## src/rtl/card_dealer_if.sv

```systemverilog
// Request/response bundle between the game FSM and the card dealer.
// The master side issues draws and shuffles; the slave side deals card indices.
interface card_dealer_if #(
  parameter int ADDR_W = 6,
  parameter int CNT_W  = 12
);
  logic [CNT_W-1:0]  i_Cnt;
  logic              i_Draw;
  logic              i_Shuffle;
  logic [ADDR_W-1:0] o_Card;
  logic              o_Valid;
  logic              o_Busy;
  logic              o_Err;
  logic              o_Empty;
  logic [ADDR_W:0]   o_Remaining;

  modport master (
    output i_Cnt, i_Draw, i_Shuffle,
    input  o_Card, o_Valid, o_Busy, o_Err, o_Empty, o_Remaining
  );

  modport slave (
    input  i_Cnt, i_Draw, i_Shuffle,
    output o_Card, o_Valid, o_Busy, o_Err, o_Empty, o_Remaining
  );
endinterface

```

## src/rtl/card_dealer.sv

```systemverilog
// Deals non-repeating card indices: seeds from a free-running counter, then probes
// a used-card bitmap linearly (with wrap-around) until a free card is found.
module card_dealer #(
  parameter int DECK_SIZE = 52,
  parameter int ADDR_W    = 6,
  parameter int CNT_W     = 12
) (
  input  logic          clk_2K,
  input  logic          i_RstDealer,
  card_dealer_if.slave  bus
);

  typedef enum logic [0:0] {
    IDLE  = 1'b0,
    PROBE = 1'b1
  } state_t;

  localparam logic [CNT_W-1:0]  DECK_CNT  = CNT_W'(DECK_SIZE);
  localparam logic [ADDR_W:0]   DECK_REM  = (ADDR_W+1)'(DECK_SIZE);
  localparam logic [ADDR_W:0]   REM_ZERO  = {(ADDR_W+1){1'b0}};
  localparam logic [ADDR_W:0]   REM_ONE   = (ADDR_W+1)'(1);
  localparam logic [ADDR_W-1:0] LAST_ADDR = ADDR_W'(DECK_SIZE - 1);
  localparam logic [ADDR_W-1:0] ADDR_ONE  = ADDR_W'(1);

  state_t                state_r, state_s;
  logic [DECK_SIZE-1:0]  used_r, used_s;
  logic [ADDR_W-1:0]     addr_r, addr_s;
  logic [ADDR_W-1:0]     card_r, card_s;
  logic                  valid_r, valid_s;
  logic                  busy_r, busy_s;
  logic                  err_r, err_s;
  logic [ADDR_W:0]       rem_r, rem_s;
  logic [ADDR_W-1:0]     seed_addr_s;
  logic [ADDR_W-1:0]     next_addr_s;

  // Reduce at full counter width so large seeds still land uniformly in the deck.
  assign seed_addr_s = ADDR_W'(bus.i_Cnt % DECK_CNT);
  assign next_addr_s = (addr_r == LAST_ADDR) ? {ADDR_W{1'b0}} : addr_r + ADDR_ONE;

  // Next-state and next-output logic for the IDLE/PROBE dealer FSM.
  always_comb begin
    state_s = state_r;
    used_s  = used_r;
    addr_s  = addr_r;
    card_s  = card_r;
    valid_s = 1'b0;
    busy_s  = busy_r;
    err_s   = 1'b0;
    rem_s   = rem_r;
    case (state_r)
      IDLE: begin
        if (bus.i_Shuffle) begin
          used_s = {DECK_SIZE{1'b0}};
          rem_s  = DECK_REM;
          busy_s = 1'b0;
        end else if (bus.i_Draw) begin
          if (rem_r != REM_ZERO) begin
            addr_s  = seed_addr_s;
            busy_s  = 1'b1;
            state_s = PROBE;
          end else begin
            err_s = 1'b1;
          end
        end else begin
          busy_s = 1'b0;
        end
      end
      PROBE: begin
        if (bus.i_Shuffle) begin
          used_s  = {DECK_SIZE{1'b0}};
          rem_s   = DECK_REM;
          busy_s  = 1'b0;
          state_s = IDLE;
        end else if (!used_r[addr_r]) begin
          used_s[addr_r] = 1'b1;
          card_s  = addr_r;
          valid_s = 1'b1;
          rem_s   = rem_r - REM_ONE;
          busy_s  = 1'b0;
          state_s = IDLE;
        end else begin
          addr_s = next_addr_s;
        end
      end
      default: begin
        state_s = IDLE;
        busy_s  = 1'b0;
      end
    endcase
  end

  // State and registered-output update with synchronous reset priority.
  always_ff @(posedge clk_2K) begin
    if (i_RstDealer) begin
      state_r <= IDLE;
      used_r  <= {DECK_SIZE{1'b0}};
      addr_r  <= {ADDR_W{1'b0}};
      card_r  <= {ADDR_W{1'b0}};
      valid_r <= 1'b0;
      busy_r  <= 1'b0;
      err_r   <= 1'b0;
      rem_r   <= DECK_REM;
    end else begin
      state_r <= state_s;
      used_r  <= used_s;
      addr_r  <= addr_s;
      card_r  <= card_s;
      valid_r <= valid_s;
      busy_r  <= busy_s;
      err_r   <= err_s;
      rem_r   <= rem_s;
    end
  end

  assign bus.o_Card      = card_r;
  assign bus.o_Valid     = valid_r;
  assign bus.o_Busy      = busy_r;
  assign bus.o_Err       = err_r;
  assign bus.o_Remaining = rem_r;
  assign bus.o_Empty     = (rem_r == REM_ZERO);

endmodule
```

## src/flat_wrapper.sv

```systemverilog
// flat-port wrapper written by rule: the top's interface ports become plain ports
module card_dealer_flat 
#(
  parameter int DECK_SIZE = 52,
  parameter int ADDR_W    = 6,
  parameter int CNT_W     = 12
)
  (clk_2K, i_RstDealer, bus_i_Cnt, bus_i_Draw, bus_i_Shuffle, bus_o_Card, bus_o_Valid, bus_o_Busy, bus_o_Err, bus_o_Empty, bus_o_Remaining);
  card_dealer_if #(.ADDR_W(ADDR_W), .CNT_W(CNT_W)) bus_i ();
  input  logic clk_2K;
  input  logic i_RstDealer;
  input wire logic [$bits(bus_i.i_Cnt)-1:0] bus_i_Cnt;
  input wire logic [$bits(bus_i.i_Draw)-1:0] bus_i_Draw;
  input wire logic [$bits(bus_i.i_Shuffle)-1:0] bus_i_Shuffle;
  output wire logic [$bits(bus_i.o_Card)-1:0] bus_o_Card;
  output wire logic [$bits(bus_i.o_Valid)-1:0] bus_o_Valid;
  output wire logic [$bits(bus_i.o_Busy)-1:0] bus_o_Busy;
  output wire logic [$bits(bus_i.o_Err)-1:0] bus_o_Err;
  output wire logic [$bits(bus_i.o_Empty)-1:0] bus_o_Empty;
  output wire logic [$bits(bus_i.o_Remaining)-1:0] bus_o_Remaining;
  assign bus_i.i_Cnt = bus_i_Cnt;
  assign bus_i.i_Draw = bus_i_Draw;
  assign bus_i.i_Shuffle = bus_i_Shuffle;
  assign bus_o_Card = bus_i.o_Card;
  assign bus_o_Valid = bus_i.o_Valid;
  assign bus_o_Busy = bus_i.o_Busy;
  assign bus_o_Err = bus_i.o_Err;
  assign bus_o_Empty = bus_i.o_Empty;
  assign bus_o_Remaining = bus_i.o_Remaining;
  card_dealer #(.DECK_SIZE(DECK_SIZE), .ADDR_W(ADDR_W), .CNT_W(CNT_W)) u_core (.clk_2K(clk_2K), .i_RstDealer(i_RstDealer), .bus(bus_i));
endmodule
```

## config.mk

```make
export PLATFORM = sky130hd
export DESIGN_NAME = card_dealer_flat
export DESIGN_NICKNAME = d
export VERILOG_FILES = /design/src/rtl/card_dealer_if.sv /design/src/rtl/card_dealer.sv /design/src/flat_wrapper.sv
export SDC_FILE = /design/constraint.sdc
export NUM_CORES = 1
export LEC_CHECK = 0
export CAP_MARGIN = 20
export CORE_ASPECT_RATIO = 1.4
export CORE_MARGIN = 2
export CORE_UTILIZATION = 53
export DETAILED_ROUTE_END_ITERATION = 10
export PLACE_DENSITY = 0.81
export SLEW_MARGIN = 20
export SYNTH_ARGS = -nofsm -noshare
export SYNTH_HDL_FRONTEND = slang
export SYNTH_SLANG_ARGS = --single-unit
```

## constraint.sdc

```tcl
create_clock -name clk_2K -period 4.2 [get_ports clk_2K]
set_input_delay 0.63 -clock clk_2K [delete_from_list [all_inputs] [get_ports clk_2K]]
set_output_delay 0.63 -clock clk_2K [all_outputs]
set_load 0.01 [all_outputs]
```

; ---- Word-level counts from Yosys, hierarchy flattened
; Cells that the tools add are included.
[totals]
register_bits = 75
input_bits = 16
out_inout_bits = 17
word_cells = 69
[classes]
add_sub_neg = 2
n_div = 1
order_cmp = 2
eq_ne = 9
mux = 33
n_bitwise = 5
n_reduce_logical = 9
[ops]
columns = operator, count
row1 = $mux 52, 3
row2 = $pmux 52 s2, 1
row3 = $or 52x52->52, 1
row4 = $mux 6, 6
row5 = $mux 7, 3
row6 = $mux 1, 14
row7 = $pmux 7 s2, 1
row8 = $mod 12x6->12 const B, 1
row9 = $pmux 6 s2, 1
row10 = $ne 2x2->1 const B, 5
row11 = $logic_not 7->1, 1
row12 = $lt 6x7->1 const B, 1
row13 = $reduce_bool 7->1, 1
row14 = $sub 7x1->7 const B, 1
row15 = $add 6x1->6 const B, 1
row16 = $bmux 1 s6, 1
row17 = $demux 1 s6, 1
row18 = $eq 6x6->1 const B, 1
row19 = $ge 6x1->1 const B, 1
row20 = $reduce_and 5->1, 1
row21 = $ne 4x3->1 const B, 1
row22 = $not 1->1, 4
row23 = $pmux 1 s2, 2
row24 = $reduce_and 2->1, 2
row25 = 6 further kinds, 6

; ---- Depth between registers and ports, before layout
[depth]
word_depth = 8
mapped_depth = 16
mapped_depth_nobuf = 13

; ---- Worst setup path before layout
; Ideal clock, no wire load.
[synth_path]
path_kind = input-to-reg
from = input port bus_i_Cnt[2]
to = register u_core.addr_r[4]
setup_time_ps = 125
arrival_ps = 3887
required_ps = 4075
slack_ps = 188
cell_stages = 15
path_buffers = 2
path_cell_list = buf_6 > or4b_4 > o32ai_2 > and3_1 > buf_6 > a31oi_1 > mux2i_4 > mux2_2 > o211ai_2 > o211ai_1 > a21o_1 > and2_1 > o21a_1 > o21a_1 > o41a_1
[synth_via]
elab_chain_len = 5
[synth_rtl]
columns = item, line_no
row1 = from (decl), flat_wrapper.sv:12  ; input wire logic [$bits(bus_i.i_Cnt)-1:0] bus_i_Cnt;
row2 = $mod 12x6->12, card_dealer.sv:37  ; assign seed_addr_s = ADDR_W'(bus.i_Cnt % DECK_CNT);
row3 = $mux 6, card_dealer.sv:57  ; if (rem_r != REM_ZERO) begin
row4 = $mux 6, card_dealer.sv:56  ; end else if (bus.i_Draw) begin
row5 = $mux 6, card_dealer.sv:52  ; if (bus.i_Shuffle) begin
row6 = $pmux 6 s2, card_dealer.sv:50  ; case (state_r)
row7 = to (signal assigned), card_dealer.sv:97  ; addr_r <= {ADDR_W{1'b0}};
row8 = to (signal assigned), card_dealer.sv:106  ; addr_r <= addr_s;
row9 = to (decl), card_dealer.sv:27  ; logic [ADDR_W-1:0] addr_r, addr_s;
; Every way passes these cells. The select of a mux whose other input is x is not followed.
; A chain may end at the register's enable or synchronous reset.

; ---- Worst setup path in the final report
[layout_path]
from = input port bus_i_Cnt[5]
to = register u_core.addr_r[4]
; Same word-level chain as after synthesis.

==> flow_summary.json <==
{
  "yosysSeqAreaShare_pct": 33.2,
  "place_congestion": 0.948,
  "slew_headroom_pct": 31.2,
  "grt-ovfl-total": 0,
  "critPathKind": "input port to flip-flop",
  "status": "finished, final reports clean",
  "maxSlewViolCount": 0,
  "start_kind": "input port",
  "avgSynthCellArea_um2": 8.70,
  "setup_slack_ns": 0.107,
  "syn_inst": 520,
  "arrival_ns": 4.32,
  "synth_nets": 539,
  "min_period_ns": 4.09,
  "antenna_left": 0,
  "fillers": 608,
  "synth_async_sr_flop_share_pct": 0,
  "end_kind": "flip-flop",
  "finalCritPeriodShare_pct": 97.4,
  "cts_tree": "built",
  "area_delta_synth_final_pct": 29.6,
  "cts.clk_slew.worst_paths_ns": 0.06,
  "finalPower_uw": 2290,
  "firstDrtPassIters": 7,
  "n_antenna_cell": 0,
  "hp-class": "flip-flop to flip-flop",
  "clock-sinks": 75,
  "setup_violations": 0,
  "cts-root-buf": "clkbuf_16",
  "grt_use_total_pct": 26.4,
  "core_area_mm2": 0.00825,
  "design_area_mm2": 0.00586,
  "drv_cap": 0,
  "ys_types": 89,
  "routed_wirelength_mm": 12.5,
  "layout_commonest_cell": "dfxtp_1",
  "yosys-top-cells-area": "dfxtp_1 33%, a22o_1 6.8%, nor2_1 5.4%, mux4_2 3.5%, a21oi_1 3.4%",
  "worst_pin_slew_ns": 1.02,
  "synth_warnings": 0,
  "cts_buffers": 9,
  "slowest_stage": "or3b_4",
  "p_leak_uw": 0.00223,
  "synth_top_flop_cell": "dfxtp_1",
  "drive_gt1_share_pct": 27.2,
  "via_per_inst": 6.41,
  "synth-edff-count": 0,
  "ir_drop_mv": 0.353,
  "portBuffers": 32,
  "grt_antenna_before_repair": 0,
  "yosys.area.top_type": "dfxtp_1",
  "ys_seq_elements": 75,
  "timing.hold.ws_ns": 0.462,
  "grt_max_degree": 38,
  "synth_area_mm2": 0.00452,
  "cpMostUsedCell": "o211ai_1",
  "grt_pass1_vias": 4242,
  "final_net_count": 618,
  "dieArea_mm2": 0.00930,
  "rows": 39,
  "grt_pass1_wl_mm": 19.5,
  "p_per_area_mw_per_mm2": 391,
  "crit_fanout": 5,
  "layout_common_cells": "75 x dfxtp_1, 67 x buf_4, 61 x nor2_1",
  "hold_viol": 0,
  "max_freq_mhz": 244,
  "dpl_cell_area_mm2": 0.00526,
  "num_io_pins": 33,
  "ctsHtreeMaxLevel": 3,
  "final.setup_skew_ns": 0.00515,
  "die_x_um": 82.1,
  "critPathRequiredTime_ns": 4.42,
  "synth_top_area_share_pct": 33.2,
  "vias": 4526,
  "path_cells": "clkdlybuf4s50_1 > or3b_4 > o32ai_4 > and3_4 > nand4_1 > a211oi_2 > a311oi_2 > buf_4 > a211o_2 > o211ai_1 > a21o_1 > o211ai_1 > o21a_4 > o21a_1 > o41a_1",
  "wire_per_inst_um": 17.7,
  "dieHeight_um": 113,
  "drt_iter0_drc": 465,
  "pre_cts_ws_ns": -0.534,
  "initial_core_util_pct": 54.8,
  "dp_hpwl_mm": 8.67,
  "clock_path_buffers": 2,
  "drc_errors": 0,
  "cp_slowest_stage_delay_ns": 0.43,
  "clk_latency_ns": 0.34
}
==> synthesized netlist by cell type, types with 6 or more instances <==
library cell,instances
mux2i_1,14
nor3_1,19
buf_2,7
xnor2_1,9
nor2_1,65
nor2b_1,7
o21ai_0,13
a22o_1,35
nand2_1,32
a21oi_1,31
a211oi_1,8
mux4_2,7
nand3_1,12
nand2b_1,6
clkbuf_1,23
inv_1,19
dfxtp_1,75
o22ai_1,7
a31oi_1,6
==> per-layer routing <==
| metal | up-vias | track usage [%] | wire length (um) |
|---|---|---|---|
| li1 | 2101 | - | - |
| met1 | 2159 | 29.8 | 4820 |
| met2 | 212 | 47.3 | 6490 |
| met3 | 54 | 4.78 | 741 |
| met4 | 0 | 11.0 | 414 |
| met5 | - | 0 | 0 |
==> state kept, by name (all words and copies together) (netlist names) <==
signal                  flops
u_core.bus.o_Valid          1
u_core.bus.o_Card           6
u_core.state_r              1
u_core.addr_r               6
u_core.used_r              52
u_core.bus.o_Busy           1
u_core.bus.o_Err            1
u_core.bus.o_Remaining      7
==> where the power goes <==
group / internal (uW) / total [uW] / switching, uW
clock network: 535 / 828 / 293
logic: 337 / 707 / 370
registers: 722 / 759 / 37.0
total: 1590 / 2290 / 700
==> area by class of cell <==
| class | count | area, um^2 | share of cell area (%) |
|---|---|---|---|
| Tap cell | 102 | 128 | 2.18 |
| Timing Repair Buffer | 107 | 917 | 15.6 |
| Sequential cell | 75 | 1500 | 25.6 |
| Multi-Input combinational cell | 387 | 2920 | 49.8 |
| Clock buffer | 10 | 239 | 4.08 |
| Inverter | 19 | 71.3 | 1.22 |
| Clock inverter | 6 | 88.8 | 1.52 |
==> logic make-up after synthesis <==
group                    count (synthesis)  share of synthesized area (%)
buffers and inverters                   58                           6.36
AND/OR/NAND/NOR                        184                           21.1
multiplexers                            29                           8.91
XOR/XNOR                                12                           2.32
AO/OA/AOI/OAI                          158                           27.1
adder cells (fa/ha/maj)                  4                           1.08
flip-flops                              75                           33.2
==> stage by stage <==
| step | TNS (ns) | instances | util (%) |
|---|---|---|---|
| after floorplan | 0 | 520 | - |
| final | 0 | 706 | 71.1 |
| after CTS | 0 | 698 | 68.0 |
| after global routing | -0.0177 | 706 | 71.1 |
| after detailed placement | -1.85 | 682 | 63.8 |
| after global placement | -1.37 | 682 | 63.8 |
==> what timing repair did <==
| action | 4_1_cts | 5_1_grt |
|---|---|---|
| gates resized for setup | 10 | 48 |
| setup buffers | 0 | 7 |
| pin swaps | 3 | 23 |
| hold buffers | 0 | 0 |
| gates cloned | 0 | 1 |
| setup endpoints to repair | 4 | 4 |
==> worst max-delay path: cells and delay by family <==
family	cells	cell delay, ns
compound gates	10	2.19
buf+inv	2	0.62
simple gates	3	0.86
==> final timing paths <==
| path | slack [ns] | end | cells past startpoint | start |
|---|---|---|---|---|
| max reg2reg | 0.60 | u_core.addr_r[2] | 13 | u_core.addr_r[2] |
| min reg2reg | 0.46 | u_core.bus.o_Busy | 2 | u_core.bus.o_Busy |
| max | 0.11 | u_core.addr_r[4] | 15 | bus_i_Cnt[5] |
| min | 0.46 | u_core.bus.o_Busy | 2 | u_core.bus.o_Busy |
Note: power is estimated with default switching activity, not from simulation.
